--- src/rtl/custom_gate_lut_pkg.sv ---
// Shared constants and sizing helpers for the reloadable LUT gate.
package custom_gate_pkg;

  localparam logic [7:0] TABLE_XOR_AC  = 8'h5A;
  localparam logic [7:0] TABLE_PARITY3 = 8'h96;

  function automatic int table_width(input int n_in);
    return 1 << n_in;
  endfunction

  function automatic int sel_width(input int n_out);
    return (n_out > 1) ? $clog2(n_out) : 1;
  endfunction

endpackage

--- src/rtl/custom_gate_lut_if.sv ---
// Data handshake plus shadow/commit configuration port of custom_gate_lut.
interface custom_gate_lut_if
  import custom_gate_pkg::*;
#(
  parameter int N_IN  = 3,
  parameter int N_OUT = 1
);

  localparam int TW = table_width(N_IN);
  localparam int SW = sel_width(N_OUT);

  logic             in_valid;
  logic             in_ready;
  logic [N_IN-1:0]  in_data;
  logic             out_valid;
  logic             out_ready;
  logic [N_OUT-1:0] out_data;
  logic             cfg_we;
  logic [SW-1:0]    cfg_sel;
  logic [TW-1:0]    cfg_table;
  logic             cfg_commit;
  logic             cfg_dirty;

  modport slave (
    input  in_valid, in_data, out_ready, cfg_we, cfg_sel, cfg_table, cfg_commit,
    output in_ready, out_valid, out_data, cfg_dirty
  );

  modport master (
    output in_valid, in_data, out_ready, cfg_we, cfg_sel, cfg_table, cfg_commit,
    input  in_ready, out_valid, out_data, cfg_dirty
  );

endinterface

--- src/rtl/custom_gate_lut_row.sv ---
// One active/shadow truth-table pair with its lookup mux.
module custom_gate_lut_row
  import custom_gate_pkg::*;
#(
  parameter int                            N_IN      = 3,
  parameter logic [table_width(N_IN)-1:0]  RESET_ROW = TABLE_XOR_AC
) (
  input  logic                           clk,
  input  logic                           rst_n,
  input  logic                           wr_i,
  input  logic                           commit_i,
  input  logic [table_width(N_IN)-1:0]   table_i,
  input  logic [N_IN-1:0]                idx_i,
  output logic                           bit_o
);

  localparam int TW = table_width(N_IN);

  logic [TW-1:0] active_q, active_d;
  logic [TW-1:0] shadow_q, shadow_d;

  // Commit takes the shadow including a write landing in the same cycle.
  always_comb begin
    shadow_d = shadow_q;
    active_d = active_q;
    if (wr_i)     shadow_d = table_i;
    if (commit_i) active_d = shadow_d;
  end

  always_ff @(posedge clk or negedge rst_n) begin
    if (!rst_n) begin
      active_q <= RESET_ROW;
      shadow_q <= RESET_ROW;
    end else begin
      active_q <= active_d;
      shadow_q <= shadow_d;
    end
  end

  assign bit_o = active_q[idx_i];

endmodule

--- src/rtl/custom_gate_lut.sv ---
// N_OUT reloadable truth tables over an N_IN-bit word, one registered result stage.
module custom_gate_lut
  import custom_gate_pkg::*;
#(
  parameter int                                     N_IN        = 3,
  parameter int                                     N_OUT       = 1,
  parameter logic [N_OUT*table_width(N_IN)-1:0]     RESET_TABLE = {N_OUT{8'h5A}}
) (
  input  logic             clk,
  input  logic             rst_n,
  custom_gate_lut_if.slave bus
);

  localparam int TW = table_width(N_IN);

  logic [N_OUT-1:0] wr_vec;
  logic [N_OUT-1:0] lookup;
  logic             accept;
  logic             sel_ok;

  logic             out_valid_q, out_valid_d;
  logic [N_OUT-1:0] out_data_q, out_data_d;
  logic             dirty_q, dirty_d;

  assign sel_ok       = int'(bus.cfg_sel) < N_OUT;
  // Held low while in reset even though out_valid_q is already clear.
  assign bus.in_ready = rst_n && (!out_valid_q || bus.out_ready);
  assign accept       = bus.in_valid && bus.in_ready;

  for (genvar j = 0; j < N_OUT; j++) begin : g_row
    assign wr_vec[j] = bus.cfg_we && (int'(bus.cfg_sel) == j);

    custom_gate_lut_row #(
      .N_IN      (N_IN),
      .RESET_ROW (RESET_TABLE[j*TW +: TW])
    ) u_row (
      .clk      (clk),
      .rst_n    (rst_n),
      .wr_i     (wr_vec[j]),
      .commit_i (bus.cfg_commit),
      .table_i  (bus.cfg_table),
      .idx_i    (bus.in_data),
      .bit_o    (lookup[j])
    );
  end

  always_comb begin
    out_valid_d = out_valid_q;
    out_data_d  = out_data_q;
    dirty_d     = dirty_q;
    if (accept) begin
      out_valid_d = 1'b1;
      out_data_d  = lookup;
    end else if (bus.out_ready) begin
      out_valid_d = 1'b0;
    end
    if (bus.cfg_commit)              dirty_d = 1'b0;
    else if (bus.cfg_we && sel_ok)   dirty_d = 1'b1;
  end

  always_ff @(posedge clk or negedge rst_n) begin
    if (!rst_n) begin
      out_valid_q <= 1'b0;
      out_data_q  <= '0;
      dirty_q     <= 1'b0;
    end else begin
      out_valid_q <= out_valid_d;
      out_data_q  <= out_data_d;
      dirty_q     <= dirty_d;
    end
  end

  assign bus.out_valid = out_valid_q;
  assign bus.out_data  = out_data_q;
  assign bus.cfg_dirty = dirty_q;

endmodule

--- src/flat_wrapper.sv ---
// flat-port wrapper written by rule: the top's interface ports become plain ports
module custom_gate_lut_flat import custom_gate_pkg::*;
#(
  parameter int                                     N_IN        = 3,
  parameter int                                     N_OUT       = 1,
  parameter logic [N_OUT*table_width(N_IN)-1:0]     RESET_TABLE = {N_OUT{8'h5A}}
)
  (clk, rst_n, bus_in_valid, bus_in_data, bus_out_ready, bus_cfg_we, bus_cfg_sel, bus_cfg_table, bus_cfg_commit, bus_in_ready, bus_out_valid, bus_out_data, bus_cfg_dirty);
  custom_gate_lut_if #(.N_IN(N_IN), .N_OUT(N_OUT)) bus_i ();
  input  logic clk;
  input  logic rst_n;
  input wire logic [$bits(bus_i.in_valid)-1:0] bus_in_valid;
  input wire logic [$bits(bus_i.in_data)-1:0] bus_in_data;
  input wire logic [$bits(bus_i.out_ready)-1:0] bus_out_ready;
  input wire logic [$bits(bus_i.cfg_we)-1:0] bus_cfg_we;
  input wire logic [$bits(bus_i.cfg_sel)-1:0] bus_cfg_sel;
  input wire logic [$bits(bus_i.cfg_table)-1:0] bus_cfg_table;
  input wire logic [$bits(bus_i.cfg_commit)-1:0] bus_cfg_commit;
  output wire logic [$bits(bus_i.in_ready)-1:0] bus_in_ready;
  output wire logic [$bits(bus_i.out_valid)-1:0] bus_out_valid;
  output wire logic [$bits(bus_i.out_data)-1:0] bus_out_data;
  output wire logic [$bits(bus_i.cfg_dirty)-1:0] bus_cfg_dirty;
  assign bus_i.in_valid = bus_in_valid;
  assign bus_i.in_data = bus_in_data;
  assign bus_i.out_ready = bus_out_ready;
  assign bus_i.cfg_we = bus_cfg_we;
  assign bus_i.cfg_sel = bus_cfg_sel;
  assign bus_i.cfg_table = bus_cfg_table;
  assign bus_i.cfg_commit = bus_cfg_commit;
  assign bus_in_ready = bus_i.in_ready;
  assign bus_out_valid = bus_i.out_valid;
  assign bus_out_data = bus_i.out_data;
  assign bus_cfg_dirty = bus_i.cfg_dirty;
  custom_gate_lut #(.N_IN(N_IN), .N_OUT(N_OUT), .RESET_TABLE(RESET_TABLE)) u_core (.clk(clk), .rst_n(rst_n), .bus(bus_i));
endmodule
--- config.mk ---
export PLATFORM = sky130hd
export DESIGN_NAME = custom_gate_lut_flat
export DESIGN_NICKNAME = d
export VERILOG_FILES = /design/src/rtl/custom_gate_lut_pkg.sv /design/src/rtl/custom_gate_lut_if.sv /design/src/rtl/custom_gate_lut_row.sv /design/src/rtl/custom_gate_lut.sv /design/src/flat_wrapper.sv
export SDC_FILE = /design/constraint.sdc
export NUM_CORES = 1
export LEC_CHECK = 0
export CORE_MARGIN = 5
export CORE_UTILIZATION = 35
export DETAILED_ROUTE_END_ITERATION = 16
export SYNTH_ARGS = -nofsm -noshare
export SYNTH_HDL_FRONTEND = slang
export SYNTH_SLANG_ARGS = --single-unit
--- constraint.sdc ---
create_clock -name clk -period 3.05 [get_ports clk]
set_input_delay 0.4575 -clock clk [delete_from_list [all_inputs] [get_ports clk]]
set_output_delay 0.4575 -clock clk [all_outputs]
set_load 0.05 [all_outputs]
# Yosys cells after proc, flatten, opt, wreduce, memory -nomap -nowiden
# Index checks and enable logic that the tools add are counted.
# word_totals
reg_bits,19
in_bits,18
elab_cells,23
output_inout_bits,4
# op_classes
reduce_logical,8
n_lt_le_gt_ge,2
n_bitwise,1
mux,7
# ops
op,n
two-way mux 8 bit,1
two-way mux 1 bit,5
logical AND 1 bit,4
< comparator 3 x 4 -> 1 bit (second input constant),1
nonzero test 2 bit,2
binary-select mux 1 bit (select 3 bit),1
zero test 1 bit,1
logical OR 1 bit,1
< comparator 1 bit (second input constant),1
inverter 1 bit,1

# Depth between registers and ports, before layout
# logic_depth
depth_word,5
mapped_depth,4
ltp_nobuf,3

# Cells and area by module
# A second synthesis with hierarchy kept.
# unflattened
cells_unflattened,49
area_unflattened_um2,799.5
# by_module_without_submodules
module,instances,cells_each,seq_area_each_um2,area_per_inst_um2
custom_gate_lut_row,1,37,410.4,663.1
custom_gate_lut,1,12,75.1,136.4

# Worst setup path after synthesis
# No wires, ideal clock.
# synth_path
path_kind,reg2out
from,register u_core.out_valid_q (netlist: u_core.bus.out_valid)
to,output bus_in_ready
t_required_ps,2592
arrival_ps,1157
path_buffers,0
stages_incl_launch_ff,3
slack_ps,1435
path_cell_list,dfrtp_1 nand2b_1 and2_1
# synth_via
elab_chain_len,3
# synth_rtl
element,line_no,rtl
start: declaration,custom_gate_lut.sv:21,"logic out_valid_q, out_valid_d;"
start signal: assignment,custom_gate_lut.sv:67,out_valid_q <= out_valid_d;
zero test 1 bit,custom_gate_lut.sv:27,assign bus.in_ready = rst_n && (!out_valid_q || bus.out_ready);
logical OR 1 bit,custom_gate_lut.sv:27,
logical AND 1 bit,custom_gate_lut.sv:27,
end: declaration,flat_wrapper.sv:19,output wire logic [$bits(bus_i.in_ready)-1:0] bus_in_ready;
# No other way between the ends.

# Final worst setup path
# layout_path
from,register u_core.out_data_q (netlist: u_core.bus.out_data)
to,output bus_out_data
# layout_lines
element,line_no,rtl
start: declaration,custom_gate_lut.sv:22,"logic [N_OUT-1:0] out_data_q, out_data_d;"
start signal: assignment,custom_gate_lut.sv:68,out_data_q <= out_data_d;
end: declaration,flat_wrapper.sv:21,output wire logic [$bits(bus_i.out_data)-1:0] bus_out_data;
# No word-level cell between the ends.

==> results.md <==
- Floorplan Core Area: around 2300 sq um
- Proportion of synthesized area in mux cells: around 34%
- Critical Path Start: u_core.bus.out_data$_DFFE_PN0P_
- Data arrival, critical path: roughly 1.5 ns
- Share of the synthesized area in compound gates (AO/OA/AOI/OAI): less than 1%
- Std-Cell Rows: 17
- Congestion Overflow GR: 0
- Initial antenna violation count: 0
- Start point of the worst hold path: u_core.g_row[0].u_row.shadow_q[7]$_DFF_PN0_
- Average size of a mapped cell: 16.19 sq um
- Sequential share of power: about 53%
- Wire length of the first global-routing pass: around 2500 um
- Top fanout value on the critical path: 2
- Buffers inserted during post-CTS setup optimization: 0
- Largest family of logic cells by synthesized area: multiplexers
- Global placer's final weighted congestion: roughly 0.71
- DRT antenna net count: 0
- Switching power as a share of total power: 26.73%
- IO Pins: 22
- Final number of hold-violating endpoints: 0
- Crit end category: output pin
- Net Switching: 164.3 uW
- Number of placed cells counting well taps: 99
- RSZ-0062 raised after global routing: false
- Final setup fails: 0
- Total negative slack for setup checks: 0 ns
- # nets final: 94
- Sum of routed wire length over all layers: around 1500 um
- Post-DP HPWL: 1070 um
- Maximum buffer depth of the clock tree: 2
- Area Growth Syn to Fin: 31.20%
- Clk slew on worst S/H paths: about 0.10 ns
- Number of instances in the synthesized netlist: 52
- Pin slew with the least headroom to its limit: approximately 0.5 ns
- Adder and majority cell fraction of the synthesized area: 0%
- First-pass iteration count of the detailed router: 2
- Required time of the worst setup path: 2.59 ns
- Worst Clk Skew: ~0.0018 ns
- Final std cells w/o fill: just over 100
- Ratio of final minimum period to clock period: around 63%
- Share of synthesized cell area in and, or, nand and nor gates: approximately 4.2%
- Leakage power total: 0.0004919 uW
- H-tree Lvls: 1
- Yosys warning total: 0
- Iter 0 DRT Violations: 7
- R2R Path Start: u_core.g_row[0].u_row.active_q[6]$_DFFE_PN1P_
- TritonCTS Sinks: 19
- GRT Total Usage: about a tenth
- Worst-path cell with the longest stage delay: sky130_fd_sc_hd__clkdlybuf4s50_1
- Xor and xnor area share after synthesis: 0%
- Mean routed wirelength per cell: around 14 um
- Flop and latch count out of synthesis: 19
- Internal power consumption: ~450 uW
- Die outline height: slightly below 60 um
- Overall die width: approximately 59 um
- Post-cts gate resize count: 0
- Max-slew violation count: 0
- Startpoint type of the worst setup path: register
- Clock Root Buffer: sky130_fd_sc_hd__clkbuf_4
- Total via count in the routed design: between 400 and 500
- Slowest stage delay, CP: 0.81 ns
- Initial standard-cell utilization of the core: a little under two fifths
- Clock tree from TritonCTS: done
- Port bufs: 21
- Post-synth design cell area: 842.1 sq um
- List of cells traversed by the critical path: clkdlybuf4s50_1
- Shortest clock period the worst path allows after layout: 1.929 ns
- Outcome: complete, no violations
- Remaining routing DRC violations: 0
- Max rail drop VDD: 0.2724 mV
- Total clock buffers created by CTS: 3
- Clock network fraction of total power: around a fifth
- Worst hold margin: 0.5045 ns
- Relative max-transition margin: 67.06%
- HP Class: reg -> reg
- Path type of the worst setup path: reg -> out
- Largest net degree at the start of global routing: 21
- Floorplan die area: 3487 sq um
- Distinct cells, synth: 15
- Max-capacitance violation count: 0
- Critical path buffer and inverter count: 1
- Number of nets produced by synthesis: 70
- Portion of total power attributed to combinational logic: around a quarter
- Mean number of vias per cell: approximately 4.6
- Family of cells with the greatest summed delay on the critical path: buffers and inverters
- # diodes: 0
- Share of layout cells above drive strength 1: 41.33%
- Clock network latency to the later pin of the worst-skew pair: about 0.29 ns
- Number of hold-repair buffers added at the cts stage: 0
- Power per unit of standard cell area: roughly 560 nW/um^2
- Highest clock frequency the design can meet: ~520 MHz
- Sequential area share after synthesis: 57.65%
- Via count of the first global-routing pass: a little over 500
worst reg2reg max path: cells and delay by family, from the launching register on:
| kind | cells | cell delay [ns] |
|---|---|---|
| multiplexers | 3 | 0.65 |
| flip-flops | 1 | 0.55 |
Yosys cell counts:
cell                       count  share of area [%]
sky130_fd_sc_hd__dfrtp_1      11                 33
sky130_fd_sc_hd__dfstp_2       8                 25
sky130_fd_sc_hd__mux2_2        8                 11
sky130_fd_sc_hd__mux2_4        8                 14
sky130_fd_sc_hd__mux2i_1       5                5.9
sky130_fd_sc_hd__buf_6         2                2.7
sky130_fd_sc_hd__inv_1         2               0.89
sky130_fd_sc_hd__a21oi_1       1               0.59
sky130_fd_sc_hd__and2_1        1               0.74
sky130_fd_sc_hd__clkbuf_1      1               0.45
sky130_fd_sc_hd__mux4_2        1                2.7
sky130_fd_sc_hd__nand2_1       1               0.45
sky130_fd_sc_hd__nand2b_1      1               0.74
sky130_fd_sc_hd__nand2b_4      1                1.6
sky130_fd_sc_hd__nand3_1       1               0.59
power groups by stage:
stage / Clock (uW) / Combinational [uW] / Sequential (uW)
2_1_floorplan: 0 / 81.4 / 354
3_3_place_gp: 0 / 161 / 334
3_5_place_dp: 0 / 163 / 333
4_1_cts: 131 / 164 / 329
5_1_grt: 140 / 174 / 334
6_report: 125 / 162 / 328
path summary, 6_finish.rpt:
path,endpoint,slack [ns],cells past startpoint
min in group asynchronous,u_core.g_row[0].u_row.shadow_q[7]$_DFF_PN0_,0.56,2
max in group asynchronous,u_core.g_row[0].u_row.active_q[4]$_DFFE_PN1P_,2.23,2
setup reg to reg,u_core.bus.out_data$_DFFE_PN0P_,1.80,3
setup / recovery,bus_out_data,1.12,1
hold / removal,u_core.g_row[0].u_row.shadow_q[7]$_DFF_PN0_,0.50,1
hold reg to reg,u_core.g_row[0].u_row.shadow_q[7]$_DFF_PN0_,0.50,1
registers in the layout, summed over array words and instances, names as in the netlist:
name / cells
u_core.bus.cfg_dirty: 1
u_core.bus.out_data: 1
u_core.bus.out_valid: 1
u_core.g_row.u_row.active_q: 8
u_core.g_row.u_row.shadow_q: 8
kinds of logic after synthesis:
kind of cell,after synthesis
compound gates,1
buf+inv,5
flops,19
mux,22
simple gates,5
cell usage in the layout, fill, tap and decap left out:
cell / count
sky130_fd_sc_hd__clkdlybuf4s50_1: 20
sky130_fd_sc_hd__dfrtp_1: 11
sky130_fd_sc_hd__mux2_4: 8
sky130_fd_sc_hd__mux2_2: 8
sky130_fd_sc_hd__dfstp_2: 8
sky130_fd_sc_hd__mux2i_1: 5
sky130_fd_sc_hd__clkbuf_4: 3
sky130_fd_sc_hd__inv_1: 2
sky130_fd_sc_hd__nand2b_4: 1
sky130_fd_sc_hd__nand2b_1: 1
sky130_fd_sc_hd__and2_1: 1
sky130_fd_sc_hd__mux4_2: 1
sky130_fd_sc_hd__nand3_1: 1
sky130_fd_sc_hd__nand2_1: 1
sky130_fd_sc_hd__a21oi_1: 1
sky130_fd_sc_hd__clkbuf_1: 1
sky130_fd_sc_hd__buf_12: 1
sky130_fd_sc_hd__buf_4: 1
layout make-up:
cell class,instances,area [sq um]
clock buffers,4,26.28
inverters,2,7.507
fillers,222,1150
multi-input cells,28,322.8
repair buffers,22,227.7
flip-flops and latches,19,485.5
well taps,28,35.03
metrics by stage:
stage / worst slack, ns / power (uW) / utilization, % / area, sq um
2_1_floorplan: 1.435 / 435.2 / - / 842.1
3_3_place_gp: 1.193 / 494.9 / 47.84 / 1079
3_5_place_dp: 1.176 / 496.4 / 47.84 / 1079
4_1_cts: 1.094 / 623.8 / 49.00 / 1105
5_1_grt: 1.065 / 647.4 / 49.00 / 1105
6_report: 1.121 / 614.7 / 49.00 / 1105
per-layer routing:
| layer | track usage (%) | routed length [um] |
|---|---|---|
| met5 | 0 | 0 |
| met4 | 4.854 | 14 |
| met3 | 3.268 | 125 |
| met2 | 13.41 | 622 |
| met1 | 13.90 | 719 |
(Power assumes the default switching activity.)
